<file path="config.mk">
export PLATFORM = sky130hd
export DESIGN_NAME = seg7_capture
export DESIGN_NICKNAME = d
export VERILOG_FILES = /design/src/rtl/seg7_capture.sv
export SDC_FILE = /design/constraint.sdc
export NUM_CORES = 1
export LEC_CHECK = 0
export ABC_AREA = 0
export BUFFER_PORTS_ARGS = -buffer_cell sky130_fd_sc_hd__buf_2
export CORE_ASPECT_RATIO = 0.75
export CORE_UTILIZATION = 40
export CTS_CLUSTER_DIAMETER = 150
export DETAILED_ROUTE_END_ITERATION = 8
export GPL_TIMING_DRIVEN = 0
export PLACE_DENSITY = 0.58
export SLEW_MARGIN = 20
export SYNTH_ARGS = -nofsm -noshare
export SYNTH_HDL_FRONTEND = slang
export SYNTH_SLANG_ARGS = --single-unit
</file>
<file path="constraint.sdc">
create_clock -name clk -period 3.1 [get_ports clk]
set_input_delay 0.62 -clock clk [delete_from_list [all_inputs] [get_ports clk]]
set_output_delay 0.62 -clock clk [all_outputs]
set_load 0.005 [all_outputs]
</file>
<file path="src/rtl/seg7_capture.sv">
// seg7_capture: debounces a 7-segment bus, decodes settled glyphs to hex and queues them in a valid/ready FIFO.
// Optional macro SEG7_CAPTURE_DEDUP_EN suppresses repeats of the last pushed glyph until a blank is seen.
module seg7_capture #(
   parameter int STABLE_CYCLES = 4,
   parameter int DEPTH = 4
) (
   input  logic                     clk,
   input  logic                     rst,
   input  logic [6:0]               segments,
   output logic                     out_valid,
   input  logic                     out_ready,
   output logic [3:0]               out_nibble,
   output logic                     out_err,
   output logic [$clog2(DEPTH):0]   level,
   output logic                     overflow
);
   localparam int AW = $clog2(DEPTH);
   typedef enum logic [1:0] {UNSTABLE, COUNTING, HELD} state_t;
   state_t st;
   logic [6:0] s;
   logic [7:0] cnt;
   logic acc, dup, push, pop, full, wr;
   logic [4:0] fifo [DEPTH];
   logic [AW-1:0] wp, rp;
   function automatic logic [4:0] decode(input logic [6:0] g);
      logic [4:0] r;
      case (g)
         7'h3F: r = 5'h00;
         7'h06: r = 5'h01;
         7'h5B: r = 5'h02;
         7'h4F: r = 5'h03;
         7'h66: r = 5'h04;
         7'h6D: r = 5'h05;
         7'h7D: r = 5'h06;
         7'h07: r = 5'h07;
         7'h7F: r = 5'h08;
         7'h6F: r = 5'h09;
         7'h77: r = 5'h0A;
         7'h7C: r = 5'h0B;
         7'h39: r = 5'h0C;
         7'h5E: r = 5'h0D;
         7'h79: r = 5'h0E;
         7'h71: r = 5'h0F;
         default: r = 5'h10;
      endcase
      return r;
   endfunction
   // acc is a registered one-shot on entry to HELD; the push happens on the following edge
   always_ff @(posedge clk or posedge rst)
      if (rst) begin
         st <= UNSTABLE;
         s <= '0;
         cnt <= '0;
         acc <= 1'b0;
      end else if (segments != s) begin
         st <= UNSTABLE;
         s <= segments;
         cnt <= 8'd1;
         acc <= 1'b0;
      end else if (st != HELD && cnt == 8'(STABLE_CYCLES - 1)) begin
         st <= HELD;
         cnt <= 8'(STABLE_CYCLES);
         acc <= 1'b1;
      end else if (st != HELD) begin
         st <= COUNTING;
         cnt <= cnt + 8'd1;
         acc <= 1'b0;
      end else
         acc <= 1'b0;
`ifdef SEG7_CAPTURE_DEDUP_EN
   logic [6:0] last;
   logic last_v;
   assign dup = last_v && last == s;
   always_ff @(posedge clk or posedge rst)
      if (rst) begin
         last <= '0;
         last_v <= 1'b0;
      end else if (acc && s == 7'h00)
         last_v <= 1'b0;
      else if (acc && !dup) begin
         last <= s;
         last_v <= 1'b1;
      end
`else
   assign dup = 1'b0;
`endif
   always_comb begin
      push = acc && s != 7'h00 && !dup;
      out_valid = level != '0;
      pop = out_valid && out_ready;
      full = level == (AW+1)'(DEPTH);
      wr = push && (!full || pop);
      out_nibble = fifo[rp][3:0];
      out_err = fifo[rp][4];
   end
   always_ff @(posedge clk or posedge rst)
      if (rst) begin
         for (int i = 0; i < DEPTH; i++) fifo[i] <= '0;
         wp <= '0;
         rp <= '0;
         level <= '0;
         overflow <= 1'b0;
      end else begin
         if (wr) begin
            fifo[wp] <= decode(s);
            wp <= wp + 1'b1;
         end
         if (pop) rp <= rp + 1'b1;
         if (push && full && !pop) overflow <= 1'b1;
         level <= level + (AW+1)'(wr) - (AW+1)'(pop);
      end
endmodule

</file>
==> results of run 1 <==
registers in the layout, summed over array words and instances (netlist names):
name and cells:
cnt 8, wp 2, rp 2, acc 1
s 7, st 2, fifo 20, overflow 1
level 3
synthesized netlist by cell type (all sizes together), types with 2 or more instances:
| library cell | count | area [sq um] |
|---|---|---|
| dfrtp | 46 | 1150 |
| inv | 19 | 71.3 |
| nand2 | 17 | 63.8 |
| o21ai | 15 | 75.1 |
| nand3 | 14 | 80.1 |
| mux2 | 13 | 146 |
| nor2 | 10 | 37.5 |
| xor2 | 10 | 87.6 |
| buf | 9 | 48.8 |
| clkbuf | 9 | 35.0 |
| ha | 7 | 87.6 |
| xnor2 | 6 | 52.6 |
| mux4 | 5 | 113 |
| nand2b | 5 | 31.3 |
| nand4 | 5 | 31.3 |
| nor3 | 5 | 36.3 |
| nor4 | 4 | 40.0 |
| o31ai | 4 | 30.0 |
| a21oi | 3 | 15.0 |
| nand3b | 3 | 22.5 |
| o221ai | 3 | 32.5 |
| o22ai | 3 | 18.8 |
| a211o | 2 | 17.5 |
| a211oi | 2 | 20.0 |
| and2 | 2 | 12.5 |
| and4b | 2 | 20.0 |
| nand4b | 2 | 17.5 |
| nor2b | 2 | 12.5 |
| nor3b | 2 | 15.0 |
| nor4b | 2 | 17.5 |
| or3 | 2 | 12.5 |
cells by family (layout without fill, tap and decap cells):
group                    count (synthesis)  count (layout)  share of synthesized area, %
flip-flops                              46              46                          44.7
adder cells (fa/ha/maj)                  8               8                          4.17
AO/OA/AOI/OAI                           40              40                          10.9
AND/OR/NAND/NOR                         80              80                          18.4
buffers and inverters                   37              65                          6.02
XOR/XNOR                                16              16                          5.44
multiplexers                            19              19                          10.4
report_power, final:
| part | internal (mW) | switching (mW) |
|---|---|---|
| logic | 0.132 | 0.155 |
| clock network | 0.159 | 0.214 |
| registers | 0.642 | 0.0278 |
| total | 0.933 | 0.397 |
critical path, stage by stage (launching register included):
cell      delay (ns)
dfrtp_1         0.36
clkbuf_2        0.16
nor4_1          0.36
a211oi_2        0.18
buf_4           0.21
inv_1           0.20
ha_1            0.16
inv_1           0.04
ha_1            0.18
fa_1            0.38
xnor2_1         0.18
xnor2_1         0.14
layout make-up:
type	instances	area (sq um)
clock buffers	5	68.8
plain buffers	18	83.8
fillers	592	3130
repair buffers	20	115
multi-input cells	163	1270
flip-flops and latches	46	1150
clock inverters	3	21.3
inverters	19	71.3
well taps	78	97.6
layer usage:
layer / vias up / wire (um) / track usage [%]
met1: 956 / 2740 / 26.9
met4: 0 / 43 / 4.04
li1: 932 / - / -
met3: 4 / 205 / 3.50
met5: - / 0 / 0
met2: 33 / 2170 / 24.6
worst max-delay path by stage:
stage,depth (start not counted),end,start
4_1_cts,11,level[2]$_DFF_PP0_,s[3]$_DFFE_PP0N_
3_5_place_dp,11,level[2]$_DFF_PP0_,out_ready
3_3_place_gp,11,level[2]$_DFF_PP0_,out_ready
2_1_floorplan,10,level[2]$_DFF_PP0_,out_ready
5_1_grt,11,level[2]$_DFF_PP0_,s[3]$_DFFE_PP0N_
6_report,11,level[2]$_DFF_PP0_,s[3]$_DFFE_PP0N_
per-stage QoR:
stage	setup slack (ns)	util, %	hold slack (ns)	power [mW]
after global routing	0.218	48.0	0.321	1.42
after global placement	0.224	46.1	0.442	0.968
after floorplan	0.636	-	0.451	0.893
final	0.471	48.0	0.286	1.33
after CTS	0.470	48.0	0.303	1.35
after detailed placement	0.241	46.5	0.444	0.979
==> out/qor.yml, run 1 <==
placed_design:
  gp_congestion: 0.804
  hpwl_mm: 3.88
  placed_area_sq_mm: 0.00279
  port_buffers: 19
  dpl.cell_count: 344
sta:
  tightest_slew_ns: 0.686
  slew-limit-headroom_pct: 54.0
  slew_viol_final: 0
  hold_viol_final: 0
  tns_ns: 0
  rsz0062_at_grt: "false"
  setup-violations-final: 0
  fmax_mhz: 380
  period_share_pct: 84.8
  period_needed_ns: 2.63
  fin_skew_ns: 0.00942
pwr:
  p_leak_nw: 1.29
  vdd_drop_max_uv: 227
  powerDensity_mw_per_mm2: 462
finish:
  final_layout_size_suffix_gt1_share_pct: 23.4
  mostFrequentLayoutCells: "46 x dfrtp_1, 25 x buf_2, 18 x inv_1"
  final_common_cell: "dfrtp_1"
  area_delta_synth_final_pct: 11.7
  nets: 291
  n_antenna_cell: 0
  final_cells: 352
  fin_area_sq_mm: 0.00288
detailed_routing:
  vias: 1925
  routedWlPerCell_um: 14.7
  routed_via_density: 5.47
  drt.antenna.violating_nets: 0
  totalWireLength_mm: 5.16
  post-route-drc-count: 0
  first_iter_violations: 85
  drtPass1Iterations: 4
run:
  max_cap_viol_count: 0
clock_tree:
  cts_hold_buffers: 0
  htree_num_levels: 2
  ctsLongestPathBuffers: 2
  cts.sinks: 46
  post-cts-setup-buffers: 0
  cts_made_buffers: 5
  clk_pin_slew_worst_paths_ns: 0.09
  cts_tree: "built"
  root_buffer: "clkbuf_8"
  insertion_delay_ns: 0.30
  cts_resized: 0
setup_path:
  r2r_slack_ns: 0.47
  r2r_start: "s[3]$_DFFE_PP0N_"
  cp_data_required_time_ns: 3.32
  worstSetupStartpointType: "flip-flop"
  crit_path_end_kind: "flip-flop"
  critPathArrivalTime_ns: 2.85
  worst-setup-path-type: "reg2reg"
  path_max_fanout: 10
  reg2regPathDepth: 11
  r2r_end: "level[2]$_DFF_PP0_"
global_route:
  grt_max_degree: 31
  grt_use_total_pct: 17.3
  grt_pass1_wl_mm: 9.02
  antenna_found_initial: 0
  grt_pass1_vias: 1810
  grt_overflow: 0
logic_synthesis:
  ys.flop_type: "dfrtp_1"
  ys_types: 52
  synth.avg_cell_area_sq_um: 10.5
  ys_ff_latch: 46
  synth.net_count: 264
  yosysWarnings: 0
  async_reset_ff_share_pct: 100
  synth_area_sq_mm: 0.00258
  ys_seq_area_share_pct: 44.7
  synth_edf_count: 0
  synthCells: 246
floorplan:
  dieWidth_um: 94.7
  coreArea_sq_mm: 0.00601
  ios: 20
  rows: 24
  dieArea_sq_mm: 0.00677
  start_util_pct: 42.9
  die_h_um: 71.5
hold_path:
  hold_path.class: "in2async"
run_status:
  status: "complete, no violations"
No activity file was read; power rests on OpenSTA's default activity.
==> run 2: changes to the inputs <==
- clock period: 3.1 -> 2.6 ns (I/O delays scaled with it)
==> out/qor.yml, run 2 (synthesis gave the netlist of run 1 again) <==
run_status:
  status: "complete, no violations"
pwr:
  vdd_drop_max_uv: 272  # +20%
  p_leak_nw: 1.31  # +1.5%
  power.total_mw: 1.61  # +21%
  powerDensity_mw_per_mm2: 551  # +19%
clock_tree:
  cts_made_buffers: 5  # unchanged
  cts_hold_buffers: 0  # unchanged
  insertion_delay_ns: 0.30  # about the same
  cts_tree: "built"
  htree_num_levels: 2  # unchanged
  cts.sinks: 46  # unchanged
  ctsLongestPathBuffers: 2  # unchanged
  clk_pin_slew_worst_paths_ns: 0.09  # about the same
  root_buffer: "clkbuf_8"
finish:
  area_delta_synth_final_pct: 13.3
  n_antenna_cell: 0  # unchanged
  fillers: 589  # -0.51%
  largestRegisters: "fifo (20), cnt (8), s (7)"
  nets: 293  # +0.69%
  final_common_cell: "dfrtp_1"
  largest_register_ffs: 20  # unchanged
  largest_register: "fifo"
  final_core_utilization_pct: 48.6  # +0.67 points
  mostFrequentLayoutCells: "46 x dfrtp_1, 25 x buf_2, 18 x inv_1"
  final_layout_size_suffix_gt1_share_pct: 25.4  # +2.0 points
global_route:
  grt_use_total_pct: 17.3  # -0.023 points
  antenna_found_initial: 0  # unchanged
  grt_pass1_wl_mm: 9.01  # about the same
  grt_pass1_vias: 1813  # +0.17%
  grt_max_degree: 31  # unchanged
  grt_overflow: 0  # unchanged
sta:
  fin_skew_ns: 0.00944  # +0.0000170 ns
  hold_viol_final: 0  # unchanged
  period_needed_ns: 2.48  # -0.153 ns
  fmax_mhz: 404  # +6.2%
  slew-limit-headroom_pct: 50.7  # -3.2 points
  setup-violations-final: 0  # unchanged
  tightest_slew_ns: 0.734  # +0.0483 ns
  slew_viol_final: 0  # unchanged
  rsz0062_at_grt: "false"
  period_share_pct: 95.2  # +10 points
setup_path:
  worstSetupStartpointType: "flip-flop"
  r2r_slack_ns: 0.12  # -0.35 ns
  crit_path_end_kind: "flip-flop"
  worst-setup-path-type: "reg2reg"
  critPathArrivalTime_ns: 2.66  # -0.19 ns
  cp_data_required_time_ns: 2.78  # -0.54 ns
  path_max_fanout: 9  # -1
placed_design:
  gp_congestion: 0.804  # unchanged
  port_buffers: 19  # unchanged
  hpwl_mm: 3.88  # unchanged
floorplan:
  coreArea_sq_mm: 0.00601  # unchanged
  dieWidth_um: 94.7  # unchanged
  ios: 20  # unchanged
  start_util_pct: 42.9  # unchanged
  rows: 24  # unchanged
  dieArea_sq_mm: 0.00677  # unchanged
  die_h_um: 71.5  # unchanged
detailed_routing:
  drt.antenna.violating_nets: 0  # unchanged
  routed_via_density: 5.39  # -1.4%
  post-route-drc-count: 0  # unchanged
  vias: 1909  # -0.83%
  first_iter_violations: 69  # -19%
  totalWireLength_mm: 5.24  # +1.5%
  routedWlPerCell_um: 14.8  # +0.90%
  drtPass1Iterations: 5  # +1
run:
  max_cap_viol_count: 0  # unchanged
hold_path:
  hold_path.class: "in2async"
run 2: changes by cell type in the layout (fill, tap and decap cells not counted):
cell | before | now
buf_4 | 2 | 4
nor3_1 | 4 | 3
nor3_2 | 0 | 1
nor4_1 | 3 | 2
nor4_2 | 0 | 1
nor4b_1 | 2 | 1
nor4b_2 | 0 | 1
xnor2_1 | 6 | 5
xnor2_2 | 0 | 1
run 2: area by class of cell:
type | count | area (sq um) | area share, %
Clock inverter | 3 | 21.3 | 0.728
Timing Repair Buffer | 22 | 130 | 4.46
Clock buffer | 5 | 68.8 | 2.36
Tap cell | 78 | 97.6 | 3.34
Sequential cell | 46 | 1150 | 39.4
Multi-Input combinational cell | 163 | 1300 | 44.4
Inverter | 19 | 71.3 | 2.44
Buffer | 18 | 83.8 | 2.87
run 2: report_power, final:
part	internal, mW	total, mW	switching [mW]
Clock	0.189	0.445	0.256
Sequential	0.765	0.805	0.0394
Combinational	0.171	0.360	0.188
Total	1.13	1.61	0.484
run 2: path summary, 6_finish.rpt:
kind	start	endpoint	depth (start not counted)
max in group asynchronous	rst	s[1]$_DFFE_PP0N_	3
worst max-delay path	s[3]$_DFFE_PP0N_	level[2]$_DFF_PP0_	11
worst min register to register	overflow$_DFFE_PP0P_	overflow$_DFFE_PP0P_	1
worst max register to register	s[3]$_DFFE_PP0N_	level[2]$_DFF_PP0_	11
worst min-delay path	rst	cnt[6]$_DFFE_PP0P_	2
min in group clk	segments[5]	s[5]$_DFFE_PP0N_	2
run 2: per-layer routing:
layer / track usage, % / wire (um) / vias up
li1: - / - / 935
met1: 26.8 / 2810 / 942
met2: 24.6 / 2230 / 28
met3: 3.50 / 156 / 4
met4: 4.04 / 43 / 0
met5: 0 / 0 / -
run 2: repair_timing:
action / in CTS / in global routing
endpoints found under the setup margin: 1 / 1
setup buffers: 0 / 2
resized for setup: 2 / 2
pin swaps: 0 / 1
run 2: critical path, cell delays in order (launching register included):
cell	delay [ns]
dfrtp_1	0.33
clkbuf_2	0.20
nor4_2	0.07
a211oi_2	0.27
buf_4	0.18
inv_1	0.12
ha_1	0.30
inv_1	0.04
ha_1	0.18
fa_1	0.41
xnor2_2	0.15
xnor2_1	0.12
run 2: per-stage QoR:
step                      hold WS, ns  std cells  setup WS (ns)  TNS (ns)  instance area (sq um)
after CTS                       0.203        352        0.00257         0                   2890
after floorplan                 0.451        246          0.236         0                   2580
after global placement          0.442        343         -0.176    -0.220                   2770
final                           0.186        354          0.124         0                   2920
after global routing            0.221        354        0.00509         0                   2920
after detailed placement        0.444        344         -0.159    -0.195                   2790
